## src/rtl/uart_pkg.sv

```systemverilog
// rtl/uart_pkg.sv - shared UART receive/transmit types and constants
//
// Purpose: state encoding shared by the receiver and transmitter FSMs, the
// mid-bit sample positions used by the 16x oversampling majority vote, the
// RCSTA bit positions used by the register wrapper, and a 2-of-3 vote helper.
// Ports: none (package).

package uart_pkg;

    typedef enum logic [1:0] {
        IDLE  = 2'd0,
        START = 2'd1,
        DATA  = 2'd2,
        STOP  = 2'd3
    } rsr_state_t;

    localparam int DATA_BITS     = 8;

    // Sample positions within one bit period (16 ticks per bit).
    localparam int SAMPLE_MID_LO = 7;
    localparam int SAMPLE_MID    = 8;
    localparam int SAMPLE_MID_HI = 9;

    // RCSTA register bit positions.
    localparam int SPEN          = 7;
    localparam int CREN          = 4;
    localparam int FERR          = 2;
    localparam int OERR          = 1;

    function automatic logic majority3(input logic a, input logic b, input logic c);
        return (a & b) | (a & c) | (b & c);
    endfunction

endpackage

```

## src/rtl/uart_rx_fifo.sv

```systemverilog
// rtl/uart_rx_fifo.sv - RCREG receive FIFO, FIFO_DEPTH entries of {ferr, data}
//
// Purpose: buffers completed receive frames. A pop and a push in the same
// cycle are both honoured (pop first), so a full FIFO can accept a push when
// it is being read on that cycle. When empty, the head output keeps showing
// the most recently popped entry.
// Ports:
//   clk, rst          clock, asynchronous active-low reset
//   push, push_data   write strobe and {ferr, data[7:0]} entry
//   pop               read strobe; ignored when empty
//   flush             empties the FIFO; dominates push and pop
//   head_data         current head entry (or last popped entry when empty)
//   empty, full       occupancy flags

module uart_rx_fifo
    import uart_pkg::*;
#(
    parameter int FIFO_DEPTH = 2
) (
    input  logic                 clk,
    input  logic                 rst,
    input  logic                 push,
    input  logic [DATA_BITS:0]   push_data,
    input  logic                 pop,
    input  logic                 flush,
    output logic [DATA_BITS:0]   head_data,
    output logic                 empty,
    output logic                 full
);

    localparam int PTR_W = (FIFO_DEPTH > 1) ? $clog2(FIFO_DEPTH) : 1;
    localparam int CNT_W = $clog2(FIFO_DEPTH + 1);
    localparam logic [PTR_W-1:0] PTR_LAST = PTR_W'(FIFO_DEPTH - 1);
    localparam logic [CNT_W-1:0] CNT_FULL = CNT_W'(FIFO_DEPTH);

    logic [DATA_BITS:0] mem_q [FIFO_DEPTH];
    logic [DATA_BITS:0] mem_d [FIFO_DEPTH];
    logic [PTR_W-1:0]   rd_ptr_q, rd_ptr_d;
    logic [PTR_W-1:0]   wr_ptr_q, wr_ptr_d;
    logic [CNT_W-1:0]   count_q, count_d;
    logic [DATA_BITS:0] last_q, last_d;
    logic               do_pop, do_push;

    function automatic logic [PTR_W-1:0] ptr_inc(input logic [PTR_W-1:0] p);
        return (p == PTR_LAST) ? '0 : p + PTR_W'(1);
    endfunction

    always_comb begin
        empty     = (count_q == '0);
        full      = (count_q == CNT_FULL);
        do_pop    = pop & ~empty;
        // A full FIFO still takes the push when the head leaves on the same cycle.
        do_push   = push & (~full | do_pop);
        head_data = empty ? last_q : mem_q[rd_ptr_q];
    end

    always_comb begin
        mem_d    = mem_q;
        rd_ptr_d = rd_ptr_q;
        wr_ptr_d = wr_ptr_q;
        count_d  = count_q;
        last_d   = last_q;
        if (flush) begin
            rd_ptr_d = '0;
            wr_ptr_d = '0;
            count_d  = '0;
        end else begin
            if (do_pop) begin
                last_d   = mem_q[rd_ptr_q];
                rd_ptr_d = ptr_inc(rd_ptr_q);
            end
            if (do_push) begin
                mem_d[wr_ptr_q] = push_data;
                wr_ptr_d        = ptr_inc(wr_ptr_q);
            end
            case ({do_push, do_pop})
                2'b10:   count_d = count_q + CNT_W'(1);
                2'b01:   count_d = count_q - CNT_W'(1);
                default: count_d = count_q;
            endcase
        end
    end

    always_ff @(posedge clk or negedge rst) begin
        if (!rst) begin
            mem_q    <= '{default: '0};
            rd_ptr_q <= '0;
            wr_ptr_q <= '0;
            count_q  <= '0;
            last_q   <= '0;
        end else begin
            mem_q    <= mem_d;
            rd_ptr_q <= rd_ptr_d;
            wr_ptr_q <= wr_ptr_d;
            count_q  <= count_d;
            last_q   <= last_d;
        end
    end

endmodule

```

## src/rtl/uart_receiver.sv

```systemverilog
// rtl/uart_receiver.sv - 8N1 UART receive engine with RCREG FIFO
//
// Purpose: synchronises UART_RXD, recovers 8N1 frames with a 3-sample
// mid-bit majority vote at OVERSAMPLE ticks per bit, and buffers bytes with
// their framing error flag in the RCREG FIFO.
// Ports:
//   clk, rst        clock, asynchronous active-low reset
//   UART_RXD        serial line, idles high
//   sample_tick     OVERSAMPLE x baud strobe
//   spen, cren      serial port enable / continuous receive enable
//   rcreg_rd_en     pops the FIFO head
//   rcreg_out       FIFO head data
//   ferr_out        framing error flag of the head entry
//   oerr_out        sticky overrun flag
//   rxif_set_en     FIFO non-empty
//   rx_busy         frame reception in progress

module uart_receiver
    import uart_pkg::*;
#(
    parameter int OVERSAMPLE  = 16,
    parameter int FIFO_DEPTH  = 2,
    parameter int SYNC_STAGES = 2
) (
    input  logic                 clk,
    input  logic                 rst,
    input  logic                 UART_RXD,
    input  logic                 sample_tick,
    input  logic                 spen,
    input  logic                 cren,
    input  logic                 rcreg_rd_en,
    output logic [DATA_BITS-1:0] rcreg_out,
    output logic                 ferr_out,
    output logic                 oerr_out,
    output logic                 rxif_set_en,
    output logic                 rx_busy
);

    localparam int CNT_W = $clog2(OVERSAMPLE);
    localparam logic [CNT_W-1:0] CNT_LAST  = CNT_W'(OVERSAMPLE - 1);
    localparam logic [CNT_W-1:0] CNT_LO    = CNT_W'(SAMPLE_MID_LO);
    localparam logic [CNT_W-1:0] CNT_MID   = CNT_W'(SAMPLE_MID);
    localparam logic [CNT_W-1:0] CNT_HI    = CNT_W'(SAMPLE_MID_HI);
    localparam logic [2:0]       BIDX_LAST = 3'(DATA_BITS - 1);

    logic [SYNC_STAGES-1:0] sync_q, sync_d;
    rsr_state_t             state_q, state_d;
    logic [CNT_W-1:0]       cnt_q, cnt_d;
    logic [2:0]             bidx_q, bidx_d;
    logic [DATA_BITS-1:0]   rsr_q, rsr_d;
    logic                   smp_lo_q, smp_lo_d;
    logic                   smp_mid_q, smp_mid_d;
    logic                   oerr_q, oerr_d;

    logic                   rxs;
    logic                   maj;
    logic                   rx_enable;
    logic                   push;
    logic [DATA_BITS:0]     push_data;
    logic [DATA_BITS:0]     head;
    logic                   fifo_empty;
    logic                   fifo_full;

    always_comb begin
        sync_d    = SYNC_STAGES'({sync_q, UART_RXD});
        rxs       = sync_q[SYNC_STAGES-1];
        // The third vote is the live sample at SAMPLE_MID_HI.
        maj       = majority3(smp_lo_q, smp_mid_q, rxs);
        rx_enable = spen & cren;
    end

    always_ff @(posedge clk or negedge rst) begin
        if (!rst) begin
            sync_q    <= '1;
            state_q   <= IDLE;
            cnt_q     <= '0;
            bidx_q    <= '0;
            rsr_q     <= '0;
            smp_lo_q  <= 1'b1;
            smp_mid_q <= 1'b1;
            oerr_q    <= 1'b0;
        end else begin
            sync_q    <= sync_d;
            state_q   <= state_d;
            cnt_q     <= cnt_d;
            bidx_q    <= bidx_d;
            rsr_q     <= rsr_d;
            smp_lo_q  <= smp_lo_d;
            smp_mid_q <= smp_mid_d;
            oerr_q    <= oerr_d;
        end
    end

    // cnt_q holds the sample index of the tick about to be processed. The
    // tick that detects the start edge is sample 0, so START is entered with 1.
    always_comb begin
        state_d   = state_q;
        cnt_d     = cnt_q;
        bidx_d    = bidx_q;
        rsr_d     = rsr_q;
        smp_lo_d  = smp_lo_q;
        smp_mid_d = smp_mid_q;
        oerr_d    = oerr_q;
        if (!rx_enable) begin
            state_d = IDLE;
            cnt_d   = '0;
            bidx_d  = '0;
            rsr_d   = '0;
            oerr_d  = 1'b0;
        end else if (sample_tick) begin
            if (state_q != IDLE) begin
                cnt_d = (cnt_q == CNT_LAST) ? '0 : cnt_q + CNT_W'(1);
            end
            if (cnt_q == CNT_LO) begin
                smp_lo_d = rxs;
            end
            if (cnt_q == CNT_MID) begin
                smp_mid_d = rxs;
            end
            case (state_q)
                IDLE: begin
                    if (!oerr_q && !rxs) begin
                        state_d = START;
                        cnt_d   = CNT_W'(1);
                    end
                end
                START: begin
                    if (cnt_q == CNT_HI && maj) begin
                        state_d = IDLE;
                    end else if (cnt_q == CNT_LAST) begin
                        state_d = DATA;
                        bidx_d  = '0;
                    end
                end
                DATA: begin
                    if (cnt_q == CNT_HI) begin
                        rsr_d[bidx_q] = maj;
                    end
                    if (cnt_q == CNT_LAST) begin
                        if (bidx_q == BIDX_LAST) begin
                            state_d = STOP;
                        end else begin
                            bidx_d = bidx_q + 3'd1;
                        end
                    end
                end
                STOP: begin
                    // Decide at mid stop bit so a following start edge is not missed.
                    if (push) begin
                        state_d = IDLE;
                        if (fifo_full && !rcreg_rd_en) begin
                            oerr_d = 1'b1;
                        end
                    end
                end
                default: state_d = IDLE;
            endcase
        end
    end

    always_comb begin
        push      = rx_enable & sample_tick & (state_q == STOP) & (cnt_q == CNT_HI);
        push_data = {~maj, rsr_q};
        rx_busy   = (state_q != IDLE);
    end

    uart_rx_fifo #(
        .FIFO_DEPTH (FIFO_DEPTH)
    ) u_fifo (
        .clk        (clk),
        .rst        (rst),
        .push       (push),
        .push_data  (push_data),
        .pop        (rcreg_rd_en),
        .flush      (~spen),
        .head_data  (head),
        .empty      (fifo_empty),
        .full       (fifo_full)
    );

    assign rcreg_out   = head[DATA_BITS-1:0];
    assign ferr_out    = head[DATA_BITS];
    assign oerr_out    = oerr_q;
    assign rxif_set_en = ~fifo_empty;

endmodule

```

## config.mk

```make
export PLATFORM = sky130hd
export DESIGN_NAME = uart_receiver
export DESIGN_NICKNAME = d
export VERILOG_FILES = /design/src/rtl/uart_pkg.sv /design/src/rtl/uart_rx_fifo.sv /design/src/rtl/uart_receiver.sv
export SDC_FILE = /design/constraint.sdc
export NUM_CORES = 1
export LEC_CHECK = 0
export ABC_AREA = 0
export BUFFER_PORTS_ARGS = -buffer_cell sky130_fd_sc_hd__buf_4
export CAP_MARGIN = 20
export CORE_MARGIN = 2
export CORE_UTILIZATION = 60
export CTS_BUF_LIST = sky130_fd_sc_hd__clkbuf_4
export CTS_CLUSTER_DIAMETER = 40
export DETAILED_ROUTE_END_ITERATION = 8
export PLACE_DENSITY = 0.79
export SLEW_MARGIN = 20
export SYNTH_ARGS = -nofsm -noshare
export SYNTH_HDL_FRONTEND = slang
export SYNTH_HIERARCHICAL = 1
export SYNTH_SLANG_ARGS = --single-unit
```

## constraint.sdc

```tcl
create_clock -name clk -period 2.7 [get_ports clk]
set_input_delay 0.54 -clock clk [delete_from_list [all_inputs] [get_ports clk]]
set_output_delay 0.54 -clock clk [all_outputs]
set_load 0.005 [all_outputs]
```

==> impl_metrics.json, run 1 <==
{
  "io_pins": 19,
  "synth_adder_area_share": 0.0266,
  "grt_pass1_wl_um": 8750,
  "status": "finished, final reports clean",
  "diodes": 0,
  "synth_top_family_by_area": "multiplexers",
  "root_buffer": "clkbuf_4",
  "htreeDepth": 2,
  "drt_iter0_drc": 155,
  "postCtsSetupBuffers": 0,
  "cts.sinks": 53,
  "clk_latency_ns": 0.37,
  "synth_seq_cells": 53,
  "synth_edf_count": 0,
  "synth_nets": 263,
  "clkTransAtPathRegs_ns": 0.14,
  "gp_congestion": 0.828,
  "p_leak_nw": 1.37,
  "port-buffer-count": 18,
  "wl_per_cell_um": 15.1,
  "rows": 24,
  "reg2reg_depth": 7,
  "grt_pass1_vias": 1885,
  "skew_ns": 0.0102,
  "setup_viol": 0,
  "placedCellCount": 309,
  "min_path_type": "in -> async",
  "ir_drop_mv": 0.264,
  "post-route-min-period_ns": 2.30,
  "grt_usage": 0.216,
  "p_per_area_nw_per_um2": 411,
  "synth_xor_area_frac": 0.00321,
  "critPathKind": "reg -> reg",
  "drv_cap": 0,
  "report.final.slew_viol_count": 0,
  "synth.area.mux_share": 0.166,
  "fmax_ghz": 0.434,
  "end_kind": "flip-flop",
  "place_ws_ns": 0.389,
  "fin_nets": 276,
  "setup_tns_ns": 0,
  "die_h_um": 71.5,
  "ant_nets": 0,
  "crit_chain": "inv_1 > ha_1 > nand4b_4 > nor3_1 > inv_2 > or4_4 > mux2_4",
  "rsz0062_at_grt": "false",
  "yosysWarningCount": 6,
  "crit_family": "simple AND/OR/NAND/NOR gates",
  "layoutNonFillerInstCount": 317,
  "drc": 0,
  "antenna_found_initial": 0,
  "r2r_end": "u_fifo/mem_q[12]",
  "fin_crit_sh": 0.854,
  "drive_above_1_share": 0.238,
  "die_area_um2": 5110,
  "yosysUniqueCellTypes": 51,
  "cts_made_buffers": 5,
  "die_w_um": 71.5,
  "grt_start_max_net_pins": 54,
  "cts_tree": "yes",
  "vias_per_cell": 5.86,
  "place_hpwl_um": 3420,
  "synthSimpleGateAreaFrac": 0.148,
  "vias": 1858,
  "crit_path_max_fanout": 10,
  "start_util": 0.623,
  "reg2reg_slack_ns": 0.40,
  "area_growth_pct": 7.56,
  "firstDrtPassIters": 4,
  "avgSynthCellArea_um2": 10.9,
  "synth_cells": 251,
  "post_cts_resized": 0,
  "cp.arrival_ns": 2.56,
  "final_hold_viol_count": 0,
  "synth_compound_area_frac": 0.127,
  "ys_seq_area_frac": 0.487,
  "clk_path_buf_depth": 2,
  "hold_ws_ns": 0.184,
  "core_area_um2": 4380,
  "crit_path_max_incr_delay_ns": 0.64,
  "ctsHoldBuffers": 0,
  "slowest_stage": "or4_4",
  "power_w": 0.00121,
  "setup_slack_ns": 0.395,
  "syn_area_um2": 2730,
  "r2r_start": "cnt_q[1]",
  "critPathLaunchType": "flip-flop",
  "critPathBufInv": 2,
  "ys.flop_type": "dfrtp_1",
  "worst_pin_slew_ns": 0.646,
  "async_reset_ff_frac": 1.00,
  "cp.required_ns": 2.96,
  "globalRouteOverflowTotal": 0,
  "drt_wl_total_um": 4780,
  "slew_headroom": 0.569
}
## area by class of cell
cell class	count	area [um^2]
sequential	53	1330
multi-input combinational	173	1290
inverter	9	33.8
clock inverter	3	17.5
tap	52	65.1
timing repair buffer	22	165
clock buffer	5	37.5
fill	339	1450
## placed cells by master, fill, tap and decap left out, types with 4 or more instances in the layout
cell type and n:
a211oi_1 4, a21oi_1 13, buf_4 22, clkbuf_4 5, dfrtp_1 49, dfstp_2 4
ha_1 5, inv_1 8, mux2_2 14, mux2_4 9, mux2i_1 16, nand2_1 17
nor2_1 17, nor2b_1 7, nor3_1 5, o21ai_0 15, o31ai_1 10
## worst reg2reg max path: cells and delay by family (launching register included)
kind / cells / cell delay [ns]
AND/OR/NAND/NOR: 3 / 1.09
buffers and inverters: 2 / 0.15
adder cells (fa/ha/maj): 1 / 0.21
multiplexers: 1 / 0.34
flip-flops: 1 / 0.43
## synth_stat cells, types with 2 or more instances
cell type | number | area, um^2
dfrtp_1 | 49 | 1230
nand2_1 | 17 | 63.8
nor2_1 | 17 | 63.8
mux2i_1 | 16 | 160
o21ai_0 | 15 | 75.1
mux2_2 | 14 | 158
a21oi_1 | 13 | 65.1
clkbuf_1 | 11 | 41.3
o31ai_1 | 10 | 75.1
mux2_4 | 9 | 135
inv_1 | 8 | 30.0
nor2b_1 | 7 | 43.8
ha_1 | 5 | 62.6
nor3_1 | 5 | 25.0
a211oi_1 | 4 | 30.0
dfstp_2 | 4 | 105
and3_1 | 3 | 18.8
a31oi_1 | 2 | 12.5
buf_6 | 2 | 22.5
clkbuf_2 | 2 | 10.0
nand2b_1 | 2 | 12.5
nand3_1 | 2 | 10.0
nand3b_1 | 2 | 15.0
nand4_1 | 2 | 12.5
nor3b_2 | 2 | 25.0
nor4_1 | 2 | 12.5
o211ai_1 | 2 | 15.0
## report_power, final
part / switching (W) / internal (W) / leakage, nW
Combinational: 0.0000424 / 0.0000182 / 0.610
Clock: 0.000239 / 0.0000994 / 0.0326
Sequential: 0.00000587 / 0.000802 / 0.726
Total: 0.000287 / 0.000920 / 1.37
## state kept, by name (all words and copies together), names as in the netlist, 2 cells and up
signal / cells
u_fifo/mem_q: 18
u_fifo/last_q: 9
rsr_q: 8
cnt_q: 4
bidx_q: 3
state_q: 2
sync_q: 2
u_fifo/count_q: 2
## per-stage QoR
stage               instance area (um^2)   util
detailed placement                  2880  0.658
floorplan                           2730      -
global placement                    2880  0.658
finish                              2940  0.670
global route                        2940  0.670
CTS                                 2940  0.670
## kinds of logic (layout without fill, tap and decap cells)
logic type      Yosys count  in the layout
flops                    53             53
buf+inv                  25             39
xor+xnor                  1              1
mux                      39             39
fa+ha+maj                 6              6
simple gates             72             72
compound gates           55             55
## worst max path at each step
stage                start                to  slack, ns  cells after the start
2_1_floorplan     cnt_q[1]  u_fifo/mem_q[10]       0.27                      8
3_3_place_gp          spen  u_fifo/mem_q[11]       0.42                      6
3_5_place_dp   sample_tick   u_fifo/mem_q[9]       0.39                      6
4_1_cts           cnt_q[1]  u_fifo/mem_q[12]       0.41                      7
5_1_grt           cnt_q[1]  u_fifo/mem_q[12]       0.29                      7
6_report          cnt_q[1]  u_fifo/mem_q[12]       0.40                      7
## routing by layer
layer / vias to the layer above / global-route usage / wire, um
met1: 897 / 0.298 / 2240
li1: 927 / - / -
met3: 5 / 0.0478 / 173
met4: 0 / 0.0545 / 51
met5: - / 0 / 0
met2: 29 / 0.349 / 2320
No activity file was read; power rests on OpenSTA's default activity.
==> run 2: changes to the inputs <==
Settings changed: CORE_MARGIN 2 to 5, MAX_ROUTING_LAYER from default to met4.
Clock period 2.7 ns to 2.2 ns, I/O delays scaled along.
==> impl_metrics.json, run 2 (same netlist as run 1, synthesis figures left out) <==
{
  "status": "finished, final reports clean",
  "place_ws_ns": 0.0519,
  "stdcell_area_um2": 3040,
  "rows": 24,
  "port-buffer-count": 18,
  "final_hold_viol_count": 0,
  "antenna_found_initial": 0,
  "firstDrtPassIters": 5,
  "drt_iter0_drc": 130,
  "start_util": 0.623,
  "drive_above_1_share": 0.277,
  "cts.sinks": 53,
  "drc": 0,
  "place_hpwl_um": 3490,
  "rsz0062_at_grt": "false",
  "clk_latency_ns": 0.36,
  "final_common_cell": "dfrtp_1",
  "drv_cap": 0,
  "gp_congestion": 0.823,
  "setup_tns_ns": 0,
  "wl_per_cell_um": 15.6,
  "crit_path_end": "u_fifo/mem_q[11]",
  "min_path_type": "in -> async",
  "end_kind": "flip-flop",
  "globalRouteOverflowTotal": 0,
  "vias_per_cell": 5.95,
  "grt_start_max_net_pins": 54,
  "cts_tree": "yes",
  "worst_pin_slew_ns": 0.659,
  "cp.required_ns": 2.46,
  "largest_register": "u_fifo/mem_q",
  "vias": 1940,
  "p_leak_nw": 1.42,
  "reg2reg_depth": 7,
  "crit_path_max_fanout": 5,
  "fmax_ghz": 0.473,
  "largest_register_ffs": 18,
  "critPathKind": "reg -> reg",
  "die_area_um2": 6000,
  "htreeDepth": 2,
  "ant_nets": 0,
  "p_per_area_nw_per_um2": 488,
  "r2r_start": "cnt_q[1]",
  "clkTransAtPathRegs_ns": 0.14,
  "die_w_um": 77.5,
  "setup_viol": 0,
  "setup_slack_ns": 0.0859,
  "area_growth_pct": 11.2,
  "reg2reg_slack_ns": 0.09,
  "slew_headroom": 0.561,
  "ir_drop_mv": 0.382,
  "io_pins": 19,
  "diodes": 0,
  "clk_path_buf_depth": 2,
  "grt_pass1_vias": 1799,
  "fin_nets": 286,
  "die_h_um": 77.5,
  "root_buffer": "clkbuf_4",
  "post-route-min-period_ns": 2.11,
  "cts_made_buffers": 5,
  "core_area_um2": 4380,
  "grt_usage": 0.182,
  "startpoint": "cnt_q[1]",
  "skew_ns": 0.00407,
  "top_regs": "u_fifo/mem_q x18, u_fifo/last_q x9, rsr_q x8",
  "cp.arrival_ns": 2.38,
  "fin_crit_sh": 0.961,
  "r2r_end": "u_fifo/mem_q[11]",
  "grt_pass1_wl_um": 8600,
  "drt_wl_total_um": 5080,
  "critPathLaunchType": "flip-flop",
  "place_area_um2": 2950,
  "report.final.slew_viol_count": 0,
  "mostFrequentLayoutCells": "48 x dfrtp_1, 31 x buf_4, 17 x nand2_1, 17 x nor2_1, 16 x mux2i_1"
}
run 2: cell count changes in the layout (fill, tap and decap cells not counted), sizes merged:
cell	change
clkinv	-2
clkinvlp	+1
buf	+9
or4	+1
run 2: metal layers:
layer	up-vias	GRT usage	part of all wire
met5	-	-	0
met4	0	0.0739	0.027
met3	12	0.0428	0.049
met2	55	0.274	0.47
met1	924	0.237	0.46
li1	949	-	-
run 2: power breakdown:
group / internal [W] / switching [W] / leakage [nW] / total [W]
combinational: 0.0000284 / 0.0000565 / 0.670 / 0.0000849
sequential: 0.000984 / 0.00000577 / 0.724 / 0.000990
clock: 0.000116 / 0.000293 / 0.0247 / 0.000409
run 2: final cells by class:
type | count | area (um^2)
clock inverter | 2 | 11.3
timing repair buffer | 31 | 233
fill | 319 | 1350
sequential | 53 | 1330
inverter | 9 | 33.8
clock buffer | 5 | 37.5
tap | 52 | 65.1
multi-input combinational | 174 | 1330
run 2: worst min-delay path by stage:
stage / from / to / slack (ns)
5_1_grt: rst / u_fifo/count_q[0] / 0.08
2_1_floorplan: rst / bidx_q[0] / 0.14
6_report: rst / u_fifo/count_q[0] / 0.08
3_5_place_dp: sync_q[0] / sync_q[1] / 0.35
4_1_cts: rst / u_fifo/count_q[0] / 0.09
3_3_place_gp: sync_q[0] / sync_q[1] / 0.35
run 2: per-stage QoR:
stage | utilization | cells | hold WS [ns] | total power (W)
finish | 0.693 | 326 | 0.0766 | 0.00148
floorplan | - | 251 | 0.144 | 0.00104
global route | 0.693 | 326 | 0.0816 | 0.00157
CTS | 0.683 | 323 | 0.0918 | 0.00151
detailed placement | 0.672 | 316 | 0.351 | 0.00109
global placement | 0.672 | 316 | 0.349 | 0.00109
run 2: what timing repair did:
| item | in CTS | in global routing |
|---|---|---|
| hold buffers | 0 | 0 |
| resized for setup | 0 | 6 |
| buffers inserted | 0 | 2 |
| setup endpoints to repair | 0 | 17 |
run 2: worst max-delay path, cell delays in order (launching register included):
cell      delay (ns)
dfrtp_1         0.45
inv_2           0.10
ha_4            0.14
nand4b_4        0.11
nor3_4          0.22
inv_2           0.06
or4_4           0.61
mux2_4          0.32
